--- src/rtl/stream_eot_fifo.sv ---
// FWFT stream FIFO carrying an eot bit per word; registered head slot and flags.
// Ports: if_din/eot/write/full_n in, if_dout/eot/read/empty_n out; STREAM_FIFO_OCCUPANCY_EN adds if_occupancy.
module stream_eot_fifo #(
  parameter int DATA_WIDTH = 32,
  parameter int DEPTH      = 16
) (
  input  logic                  ap_clk,
  input  logic                  ap_rst_n,
  input  logic [DATA_WIDTH-1:0] if_din,
  input  logic                  if_din_eot,
  output logic                  if_full_n,
  input  logic                  if_write,
  output logic [DATA_WIDTH-1:0] if_dout,
  output logic                  if_dout_eot,
  output logic                  if_empty_n,
  input  logic                  if_read
`ifdef STREAM_FIFO_OCCUPANCY_EN
  ,
  output logic [$clog2(DEPTH):0] if_occupancy
`endif
);

  localparam int ADDR_W = $clog2(DEPTH);
  localparam int W      = DATA_WIDTH + 1;

  typedef logic [ADDR_W-1:0] ptr_t;
  typedef logic [ADDR_W:0]   cnt_t;

  localparam ptr_t LAST = ptr_t'(DEPTH - 1);
  localparam cnt_t FULL = cnt_t'(DEPTH);

  logic [W-1:0] mem [DEPTH];
  ptr_t         wr_ptr, rd_ptr;
  ptr_t         wr_nxt, rd_nxt;
  cnt_t         count, count_nxt;
  logic [W-1:0] head_q, head_nxt;
  logic         full_n_q, empty_n_q;
  logic         do_wr, do_rd;

  assign do_wr = if_write && full_n_q;
  assign do_rd = if_read && empty_n_q;

  always_comb begin
    wr_nxt    = wr_ptr;
    rd_nxt    = rd_ptr;
    count_nxt = count;
    head_nxt  = head_q;
    if (do_wr)
      wr_nxt = (wr_ptr == LAST) ? '0 : wr_ptr + 1'b1;
    if (do_rd)
      rd_nxt = (rd_ptr == LAST) ? '0 : rd_ptr + 1'b1;
    case ({do_wr, do_rd})
      2'b10:   count_nxt = count + 1'b1;
      2'b01:   count_nxt = count - 1'b1;
      default: count_nxt = count;
    endcase
    // The incoming word becomes head only when nothing older remains.
    if (count_nxt != '0) begin
      if (do_wr && (wr_ptr == rd_nxt))
        head_nxt = {if_din_eot, if_din};
      else
        head_nxt = mem[rd_nxt];
    end
  end

  always_ff @(posedge ap_clk) begin
    if (do_wr)
      mem[wr_ptr] <= {if_din_eot, if_din};
  end

  always_ff @(posedge ap_clk or negedge ap_rst_n) begin
    if (!ap_rst_n) begin
      wr_ptr    <= '0;
      rd_ptr    <= '0;
      count     <= '0;
      head_q    <= '0;
      full_n_q  <= 1'b1;
      empty_n_q <= 1'b0;
    end else begin
      wr_ptr    <= wr_nxt;
      rd_ptr    <= rd_nxt;
      count     <= count_nxt;
      head_q    <= head_nxt;
      full_n_q  <= (count_nxt != FULL);
      empty_n_q <= (count_nxt != '0);
    end
  end

  assign if_full_n   = full_n_q;
  assign if_empty_n  = empty_n_q;
  assign if_dout     = head_q[DATA_WIDTH-1:0];
  assign if_dout_eot = head_q[DATA_WIDTH];

`ifdef STREAM_FIFO_OCCUPANCY_EN
  assign if_occupancy = count;
`endif

endmodule
--- config.mk ---
export PLATFORM = sky130hd
export DESIGN_NAME = stream_eot_fifo
export DESIGN_NICKNAME = d
export VERILOG_FILES = /design/src/rtl/stream_eot_fifo.sv
export SDC_FILE = /design/constraint.sdc
export NUM_CORES = 1
export LEC_CHECK = 0
export CORE_MARGIN = 3
export CORE_UTILIZATION = 40
export DETAILED_ROUTE_END_ITERATION = 8
export PLACE_DENSITY = 0.63
export REMOVE_ABC_BUFFERS = 1
export SYNTH_ARGS = -nofsm -noshare
export SYNTH_HDL_FRONTEND = slang
export SYNTH_SLANG_ARGS = --single-unit
--- constraint.sdc ---
create_clock -name ap_clk -period 9.42 [get_ports ap_clk]
set_clock_uncertainty 0.15 [all_clocks]
set_input_delay 2.826 -clock ap_clk [delete_from_list [all_inputs] [get_ports ap_clk]]
set_output_delay 2.826 -clock ap_clk [all_outputs]
set_load 0.02 [all_outputs]
== Yosys cells after proc, flatten, opt, wreduce, memory -nomap -nowiden ==
Memories as Yosys holds them, arrays and structs flattened. A register that Yosys moved wholly into a read port is not among the register bits.
Cells that the tools add are included.

* Bits in registers: 15
* Bits in writable memories: 528
* Bits of input ports: 37
* Word-level logic and storage cells: 25
* Memories kept: 1

{| class="wikitable"
|+ Memories
! memory !! depth !! width !! read ports !! clocked after memory_dff !! write ports !! line !! RTL
|-
| mem || 16 || 33 || 1 || 1 || 1 || 32 || <nowiki>logic [W-1:0] mem [DEPTH];</nowiki>
|}

* $add $sub $neg: 4
* Equal/unequal tests: 5
* Muxes and demuxes: 6
* Reductions and logical operators: 4

{| class="wikitable"
|+ Operators with widths
! operator !! number
|-
| $mux 4 || 3
|-
| $pmux 5 s2 || 1
|-
| $add 4x1->4 const B || 2
|-
| $eq 4x4->1 const B || 2
|-
| $add 5x1->5 const B || 1
|-
| $ne 5x5->1 const B || 1
|-
| $reduce_bool 5->1 || 1
|-
| $sub 5x1->5 const B || 1
|-
| $eq 2x1->1 const B || 1
|-
| $eq 2x2->1 const B || 1
|-
| $logic_and 1x1->1 || 2
|-
| $mux 1 || 2
|-
| $logic_not 1->1 || 1
|}

== Longest topological paths before layout ==
Gate-level depths: netlist of run 1.

* Word-level depth: 4
* Gate-level depth with buffers: 16
* Depth with buffers taken out: 12

== Worst setup path before layout of run 1 ==
OpenSTA, ideal clock, no wires.

* Kind: input port to flip-flop
* Start: input port if_write
* End: memory mem[3][0] (netlist name), enable pin
* Arrival time: 5.666 ns
* Data required time: 8.806 ns
* Setup slack: 3.140 ns
* Stages on the path: 4
* Buffers on the path: 1
* Cell sequence: and2_1 > clkbuf_1 > nand2_1 > nor3_1

* Longest elaborated chain between the ends: 3

{| class="wikitable"
|+ Ends and longest elaborated chain
! item !! line !! RTL
|-
| from (decl) || 12 || <nowiki>input logic if_write,</nowiki>
|-
| $logic_and 1x1->1 || 40 || <nowiki>assign do_wr = if_write && full_n_q;</nowiki>
|-
| $mux 1 || 67 || <nowiki>if (do_wr)</nowiki>
|-
| $mux 1 (implied by the code) || 68 || <nowiki>mem[wr_ptr] <= {if_din_eot, if_din};</nowiki>
|-
| to (decl) || 32 ||
|}

Every way passes these cells.

== Final worst setup path of run 1 ==
* Start: input port if_read
* End: register head_q[19], read port of mem

* Longest elaborated chain between the ends: 4
* Elaborated cells between the ends (all ways): 6
* Classes of those cells: eq/ne: 2; mux: 2; reduce/logical: 2

{| class="wikitable"
|+ Ends and longest elaborated chain
! item !! line !! RTL
|-
| from (decl) || 16 || <nowiki>input logic if_read</nowiki>
|-
| $logic_and 1x1->1 (*) || 41 || <nowiki>assign do_rd = if_read && empty_n_q;</nowiki>
|-
| $eq 2x1->1 or $eq 2x2->1 (tied branches) || 52 || <nowiki>case ({do_wr, do_rd})</nowiki>
|-
| $pmux 5 s2 || 52 ||
|-
| $reduce_bool 5->1 || 58 || <nowiki>if (count_nxt != '0) begin</nowiki>
|-
| to (decl) || 36 || <nowiki>logic [W-1:0] head_q, head_nxt;</nowiki>
|}

Every way passes the cells marked *; elsewhere a longest branch is shown, timed or not.
A chain may end at the register's enable or synchronous reset.

==> out/qor.csv, run 1 <==
stage,metric,value,unit
outcome,outcome,completed,
route,routed len/inst,24.2,µm
clock_tree,Skew-Pair Late Insertion Delay,0.62,ns
cells_and_area,P&R area growth vs syn,13.8,%
cells_and_area,"commonest cells after routing, fill and taps aside","528 x edfxtp_1, 247 x nand2_1, 128 x a211oi_1",
setup_path,crit path from,if_read,
global_route,gr usage total,19.7,%
global_route,vias in the first global route,15500,
power_and_ir_drop,Cell Pwr Density,333,nW/µm²
route,DRC Markers,0,
sta,final worst setup slack,2.93,ns
sta,worst slew pin tran,1.15,ns
clock_tree,CTS root buffer,clkbuf_16,
setup_path,RR Endpoint,head_q[19],
synthesis,XOR/XNOR Fraction of Synth Area,0.472,%
placed_design,dpl ws,2.34,ns
synthesis,main combinational cell family by area after synthesis,compound AO/OA/AOI/OAI gates,
clock_tree,post_cts resized,0,
cells_and_area,Reg area,17100,µm²
die,DIE WIDTH,252,µm
die,Ports,72,
die,die height,252,µm
sta,Tmin final,6.49,ns
setup_path,critical path endpoint,head_q[19],
cells_and_area,fill cell count,5110,
clock_tree,clk slew on worst S/H paths,0.06,ns
cells_and_area,"most common cell after layout, fill and taps aside",edfxtp_1,
synthesis,post-synthesis mux area share,4.22,%
synthesis,Netlist Area Pre-Place,24100,µm²
synthesis,post-synthesis compound-gate area fraction,12.0,%
route,antenna violation net count after detailed routing,0,
sta,Final Cycle Share,68.9,%
setup_path,CP startpoint kind,input port,
placed_design,gp weighted congestion,0.758,
worst_hold_path,Hold Path Class,reg -> reg,
cells_and_area,final net count,1827,
synthesis,Simple-Gate Fraction of Synth Area,9.06,%
route,DRT Pass-1 Iters,5,
sta,Final Hold Viols,0,
cells_and_area,utilization after layout,46.2,%
setup_path,worst r2r src,if_full_n,
synthesis,Synth area leader,edfxtp_1,
placed_design,hpwl dp,31.5,mm
synthesis,Yosys warnings,0,
die,core area,59400,µm²
clock_tree,CTS tree,done,
clock_tree,H-tree depth,2,
setup_path,Critical Path Fanout Max,152,
synthesis,ys flop type,edfxtp_1,
setup_path,Critical Path AT,6.85,ns
power_and_ir_drop,peak supply drop,0.292,mV
setup_path,WP data required,9.77,ns
synthesis,Synth top area share,65.7,%
worst_hold_path,worst hold start,head_q[1],
power_and_ir_drop,Tot Pwr,9130,µW
global_route,total gr overflow,0,
synthesis,post-synth cell types,49,
clock_tree,Max Root-Sink Buffers,3,
die,die area,63300,µm²
power_and_ir_drop,leak pwr,0.00956,µW
setup_path,crit end category,register,
route,vias per std cell,5.94,
cells_and_area,layout cells sized above 1,8.74,%
synthesis,Async SR Flop Fraction,8.33,%
setup_path,flop2flop setup slack,5.12,ns
placed_design,Buffers on Ports,71,
sta,setup violators final,0,
synthesis,Syn Inst Count,1753,
setup_path,worst reg-to-reg path cell count,13,
route,Iter 0 DRT Violations,1311,
job,max_cap viols,0,
synthesis,"Seq/Total Area, Yosys",70.7,%
cells_and_area,multi-input logic area,6480,µm²
setup_path,Crit Path Class,in -> reg,
synthesis,synthesized area per cell,13.8,µm²
global_route,first-pass GRT wire length,95.4,mm
global_route,largest net degree at the start of global routing,153,
die,Starting Density,40.6,%
global_route,initial antenna violation count,1,
clock_tree,clock sink count,576,
sta,max-slew violation count,0,
clock_tree,post-CTS setup buffer count,0,
die,# rows,89,
sta,Slew headroom,22.8,%
route,detailed-route wire length,62.9,mm
synthesis,post-synthesis adder-cell area fraction,0.415,%
route,via count,15500,
synthesis,largest cells by area after synthesis,"edfxtp_1 66%, dfrtp_1 4.9%, mux2i_1 4.0%",
sta,f_max,0.154,GHz
clock_tree,total CTS buffers,57,
sta,RSZ-0062 raised after global routing,no,
synthesis,"EDFF count, synth",528,
clock_tree,Hold Buf Count CTS,0,
synthesis,"FF+latch count, synth",576,
==> area by class of cell <==
type                    instances  area share, %
flip-flops and latches        576           62.1
multi-input cells             998           23.6
clock buffers                  80           5.73
repair buffers                109           3.61
well taps                     773           3.52
clock inverters                27          0.775
inverters                      40          0.593
diodes                          1        0.00912
==> synthesized netlist by cell type, types with 3 or more instances <==
cell,number
buf_4,7
clkbuf_1,93
a21oi_1,37
nor3_1,5
a22o_1,33
or4_1,3
xnor2_1,9
dfrtp_1,47
a211oi_1,128
a31oi_1,96
o21ai_0,39
nor2_1,20
nand2b_1,3
and3_1,97
buf_1,6
buf_2,33
inv_1,36
a22oi_1,33
o21ai_1,3
nand4_1,32
xor2_1,4
nand2_1,248
ha_1,8
a41oi_1,32
edfxtp_1,528
inv_2,4
nand3_1,46
mux2i_1,96
==> flip-flops by register name, summed over array words and instances, names as in the netlist <==
signal,flops
wr_ptr,4
count,5
if_empty_n,1
head_q,33
rd_ptr,4
if_full_n,1
mem,528
==> per-layer routing <==
metal,routed length (µm),vias up,track usage (%)
li1,-,6884,-
met1,27500,7831,27.4
met2,29100,613,31.6
met3,4680,128,3.78
met4,1640,0,6.17
met5,0,-,0
==> logic make-up (layout without fill, tap and decap cells) <==
| group | count (synthesis) | count (layout) |
|---|---|---|
| other cells | 0 | 1 |
| mux | 99 | 99 |
| compound gates | 416 | 416 |
| buf+inv | 179 | 256 |
| flops | 576 | 576 |
| fa+ha+maj | 8 | 8 |
| xor+xnor | 13 | 13 |
| simple gates | 462 | 462 |
==> worst max-delay path, cell delays in order <==
cell and delay (ns):
clkdlybuf4s50_1 0.53, a21bo_2 0.26, buf_4 0.30, and2_4 0.40, inv_8 0.70, buf_4 0.64, mux2i_1 0.31, a211oi_1 0.11
a41oi_1 0.21, nand4_1 0.14, a22o_1 0.23
==> where the power goes <==
part,total (µW),internal (µW),switching [µW],leakage [µW]
logic,3650,1250,2400,0.00335
clock network,2170,1220,954,0.000877
registers,3300,3140,160,0.00534
==> stage by stage <==
stage	cell area [µm²]	TNS [ns]	cells	hold WS (ns)
after floorplan	23500	-14.78	1614	0.359
final	27400	0	2604	0.344
after global routing	27400	0	2603	0.375
after CTS	27400	0	2603	0.358
after detailed placement	25700	0	2496	0.345
after global placement	25700	0	2496	0.343
==> how the worst min path moves through the flow <==
stage,slack [ns],end,depth (start not counted)
2_1_floorplan,0.36,count[4],1
3_3_place_gp,0.34,head_q[31],1
3_5_place_dp,0.34,head_q[31],1
4_1_cts,0.36,head_q[1],2
5_1_grt,0.38,head_q[1],2
6_report,0.34,head_q[1],2
(Power assumes the default switching activity.)
==> run 2, diff against run 1 <==
--- a/config.mk
+++ b/config.mk
@@ -8,7 +8,7 @@
 export CORE_MARGIN = 3
 export CORE_UTILIZATION = 40
 export DETAILED_ROUTE_END_ITERATION = 8
-export PLACE_DENSITY = 0.63
+export PLACE_DENSITY = 0.65
 export REMOVE_ABC_BUFFERS = 1
 export SYNTH_ARGS = -nofsm -noshare
 export SYNTH_HDL_FRONTEND = slang
==> constraint.sdc (replaced) <==
create_clock -name ap_clk -period 5.57 [get_ports ap_clk]
set_clock_uncertainty 0.15 [all_clocks]
set_input_delay 1.671 -clock ap_clk [delete_from_list [all_inputs] [get_ports ap_clk]]
set_output_delay 1.671 -clock ap_clk [all_outputs]
set_load 0.02 [all_outputs]
==> run 2 against run 1 <==
  * Die area unchanged
  * Design area increased by 1.9%
  * Clock power rose by 90%
  * Wire length grew 2.4%
  * Sequential share of layout area decreased by 1.1 points
  * Critical path depth up 3
  * Power up 76%
  * Critical endpoint is now head_q[18]
  * Register-to-register slack lost 3.2 ns
  * Flip-flop and latch count unchanged
  * Highest routed layer is now met5
  * First-iteration DRC count is 6.3% higher
==> out/qor.csv, run 2 (synthesized netlist as in run 1, its figures left out) <==
stage,metric,value,unit,change
clock_tree,Hold Buf Count CTS,0,,unchanged
power_and_ir_drop,Cell Pwr Density,575,nW/µm²,was 333 nW/µm²
cells_and_area,post-route insts no fill,2615,,"was 2,604"
global_route,vias in the first global route,15200,,"was 15,500"
setup_path,Critical Path Most Common Cell,ha_1,,was buf_4
setup_path,Critical Path AT,5.14,ns,was 6.85 ns
clock_tree,post_cts resized,0,,unchanged
placed_design,cell total after placement,2508,,"was 2,496"
clock_tree,post-CTS setup buffer count,0,,unchanged
setup_path,crit end category,register,,unchanged
sta,f_max,0.208,GHz,
cells_and_area,Largest register FFs,528,,unchanged
cells_and_area,Largest regs,"mem: 528 flops, head_q: 33 flops, count: 5 flops",,unchanged
clock_tree,CTS tree,done,,unchanged
sta,Tmin final,4.80,ns,
setup_path,Crit Path Class,in -> reg,,unchanged
setup_path,Critical Path Fanout Max,67,,was 152
route,Iter 0 DRT Violations,1394,,"was 1,311"
sta,max-slew violation count,0,,unchanged
cells_and_area,P&R area growth vs syn,15.9,%,was 13.8%
clock_tree,clk slew on worst S/H paths,0.06,ns,about the same
die,die height,252,µm,unchanged
route,via count,15600,,"was 15,500"
placed_design,gp weighted congestion,0.758,,about the same
die,Ports,72,,unchanged
global_route,first-pass GRT wire length,96.2,mm,was 95.4 mm
die,die area,63300,µm²,unchanged
power_and_ir_drop,Tot Pwr,16100,µW,was 9130 µW
cells_and_area,most flop-heavy register,mem,,unchanged
setup_path,CP max stage cell,clkdlybuf4s50_1,,was inv_8
die,# rows,89,,unchanged
cells_and_area,ANT cells,0,,was 1
sta,RSZ-0062 raised after global routing,no,,unchanged
worst_hold_path,Hold Path Class,reg -> reg,,unchanged
cells_and_area,"commonest cells after routing, fill and taps aside","528 x edfxtp_1, 248 x nand2_1, 128 x a211oi_1",,"was 528 x edfxtp_1, 247 x nand2_1, 128 x a211oi_1"
clock_tree,total CTS buffers,57,,unchanged
clock_tree,Skew-Pair Late Insertion Delay,0.62,ns,about the same
setup_path,flop2flop setup slack,1.97,ns,was 5.12 ns
cells_and_area,final net count,1839,,"was 1,827"
power_and_ir_drop,peak supply drop,0.363,mV,was 0.292 mV
global_route,total gr overflow,0,,unchanged
cells_and_area,Reg area,17100,µm²,unchanged
power_and_ir_drop,leak pwr,0.00977,µW,was 0.00956 µW
global_route,initial antenna violation count,3,,was 1
route,detailed-route wire length,64.4,mm,was 62.9 mm
clock_tree,Max Root-Sink Buffers,3,,unchanged
clock_tree,clock sink count,576,,unchanged
cells_and_area,layout cells sized above 1,9.17,%,was 8.74%
cells_and_area,multi-input logic area,6480,µm²,about the same
clock_tree,H-tree depth,2,,unchanged
route,antenna violation net count after detailed routing,0,,unchanged
placed_design,hpwl dp,33.0,mm,was 31.5 mm
clock_tree,CTS root buffer,clkbuf_16,,unchanged
route,vias per std cell,5.97,,was 5.94
die,DIE WIDTH,252,µm,unchanged
die,core area,59400,µm²,unchanged
global_route,gr usage total,20.1,%,was 19.7%
setup_path,CP Cell Sequence,clkdlybuf4s50_1 > nand2_1 > inv_2 > ha_1 > xor2_1 > ha_1 > o21ai_0 > a221oi_1 > o221ai_1 > xnor2_1 > nor4_4 > buf_12 > a21oi_1 > a22o_1,,was clkdlybuf4s50_1 > a21bo_2 > buf_4 > and2_4 > inv_8 > buf_4 > mux2i_1 > a211oi_1 > a41oi_1 > nand4_1 > a22o_1
sta,Final Hold Viols,0,,unchanged
route,DRT Pass-1 Iters,6,,was 5
sta,worst slew pin tran,0.882,ns,was 1.15 ns
outcome,outcome,completed,,unchanged
placed_design,Buffers on Ports,71,,unchanged
cells_and_area,"most common cell after layout, fill and taps aside",edfxtp_1,,unchanged
sta,Slew headroom,41.2,%,was 22.8%
global_route,largest net degree at the start of global routing,106,,was 153
setup_path,CP peak stage delay,0.65,ns,was 0.70 ns
cells_and_area,utilization after layout,47.1,%,was 46.2%
die,Starting Density,40.6,%,unchanged
cells_and_area,fill cell count,5031,,"was 5,110"
setup_path,CP startpoint kind,input port,,unchanged
sta,TNS Setup,0,ns,unchanged
sta,Final Cycle Share,86.2,%,
sta,final hold slack,0.361,ns,was 0.344 ns
route,routed len/inst,24.6,µm,was 24.2 µm
job,max_cap viols,0,,unchanged
route,DRC Markers,0,,unchanged
sta,setup violators final,0,,unchanged
setup_path,WP data required,5.90,ns,was 9.77 ns
## run 2: critical path: cells and delay by family
kind                     cells  cell delay (ns)
buffers and inverters        3             1.17
adder cells (fa/ha/maj)      2             0.56
XOR/XNOR                     2             0.42
AND/OR/NAND/NOR              2             0.46
AO/OA/AOI/OAI                5             0.81
## run 2: final timing paths
| kind | depth (start not counted) | to | startpoint |
|---|---|---|---|
| worst max-delay path | 14 | head_q[18] | if_read |
| worst min-delay path | 1 | head_q[8] | head_q[8] |
| worst max register to register | 9 | head_q[3] | rd_ptr[0] |
| worst min register to register | 1 | head_q[8] | head_q[8] |
| max in group asynchronous | 2 | head_q[24] | ap_rst_n |
| min in group asynchronous | 1 | head_q[17] | ap_rst_n |
## run 2: power by group
part / switching [µW] / internal, µW / total [µW]
Sequential: 308 / 5310 / 5620
Combinational: 4080 / 2240 / 6320
Clock: 1600 / 2520 / 4120
## run 2: area by class of cell
type | instances | area share, %
flip-flops and latches | 576 | 61.0
multi-input cells | 998 | 23.2
clock buffers | 77 | 5.59
repair buffers | 121 | 4.49
well taps | 773 | 3.46
clock inverters | 30 | 1.69
inverters | 40 | 0.582
## run 2: metrics by stage
| stage | setup WS [ns] | area, µm² |
|---|---|---|
| after global placement | 0.350 | 25900 |
| final | 0.766 | 28000 |
| after global routing | 0.506 | 28000 |
| after CTS | 0.822 | 28000 |
| after floorplan | -3.15 | 23500 |
| after detailed placement | 0.217 | 25900 |
## run 2: per-layer routing
metal | GRT usage (%) | up-vias | wire, µm
met5 | 0 | - | 37
met4 | 7.39 | 6 | 2100
met3 | 4.04 | 146 | 5660
met2 | 31.8 | 688 | 29900
met1 | 27.7 | 7857 | 26700
li1 | - | 6923 | -
==> run 3, diff against run 2 <==
==> constraint.sdc (replaced) <==
create_clock -name ap_clk -period 5.57 [get_ports ap_clk]
set_clock_uncertainty 0.15 [all_clocks]
set_input_delay 1.671 -clock ap_clk [delete_from_list [all_inputs] [get_ports ap_clk]]
set_output_delay 1.671 -clock ap_clk [all_outputs]
set_load 0.005 [all_outputs]
==> results of run 3 <==
Same layout as run 2 (identical final DEF). Status: completed.
Among the figures that moved: total power 16100 µW -> 15900 µW
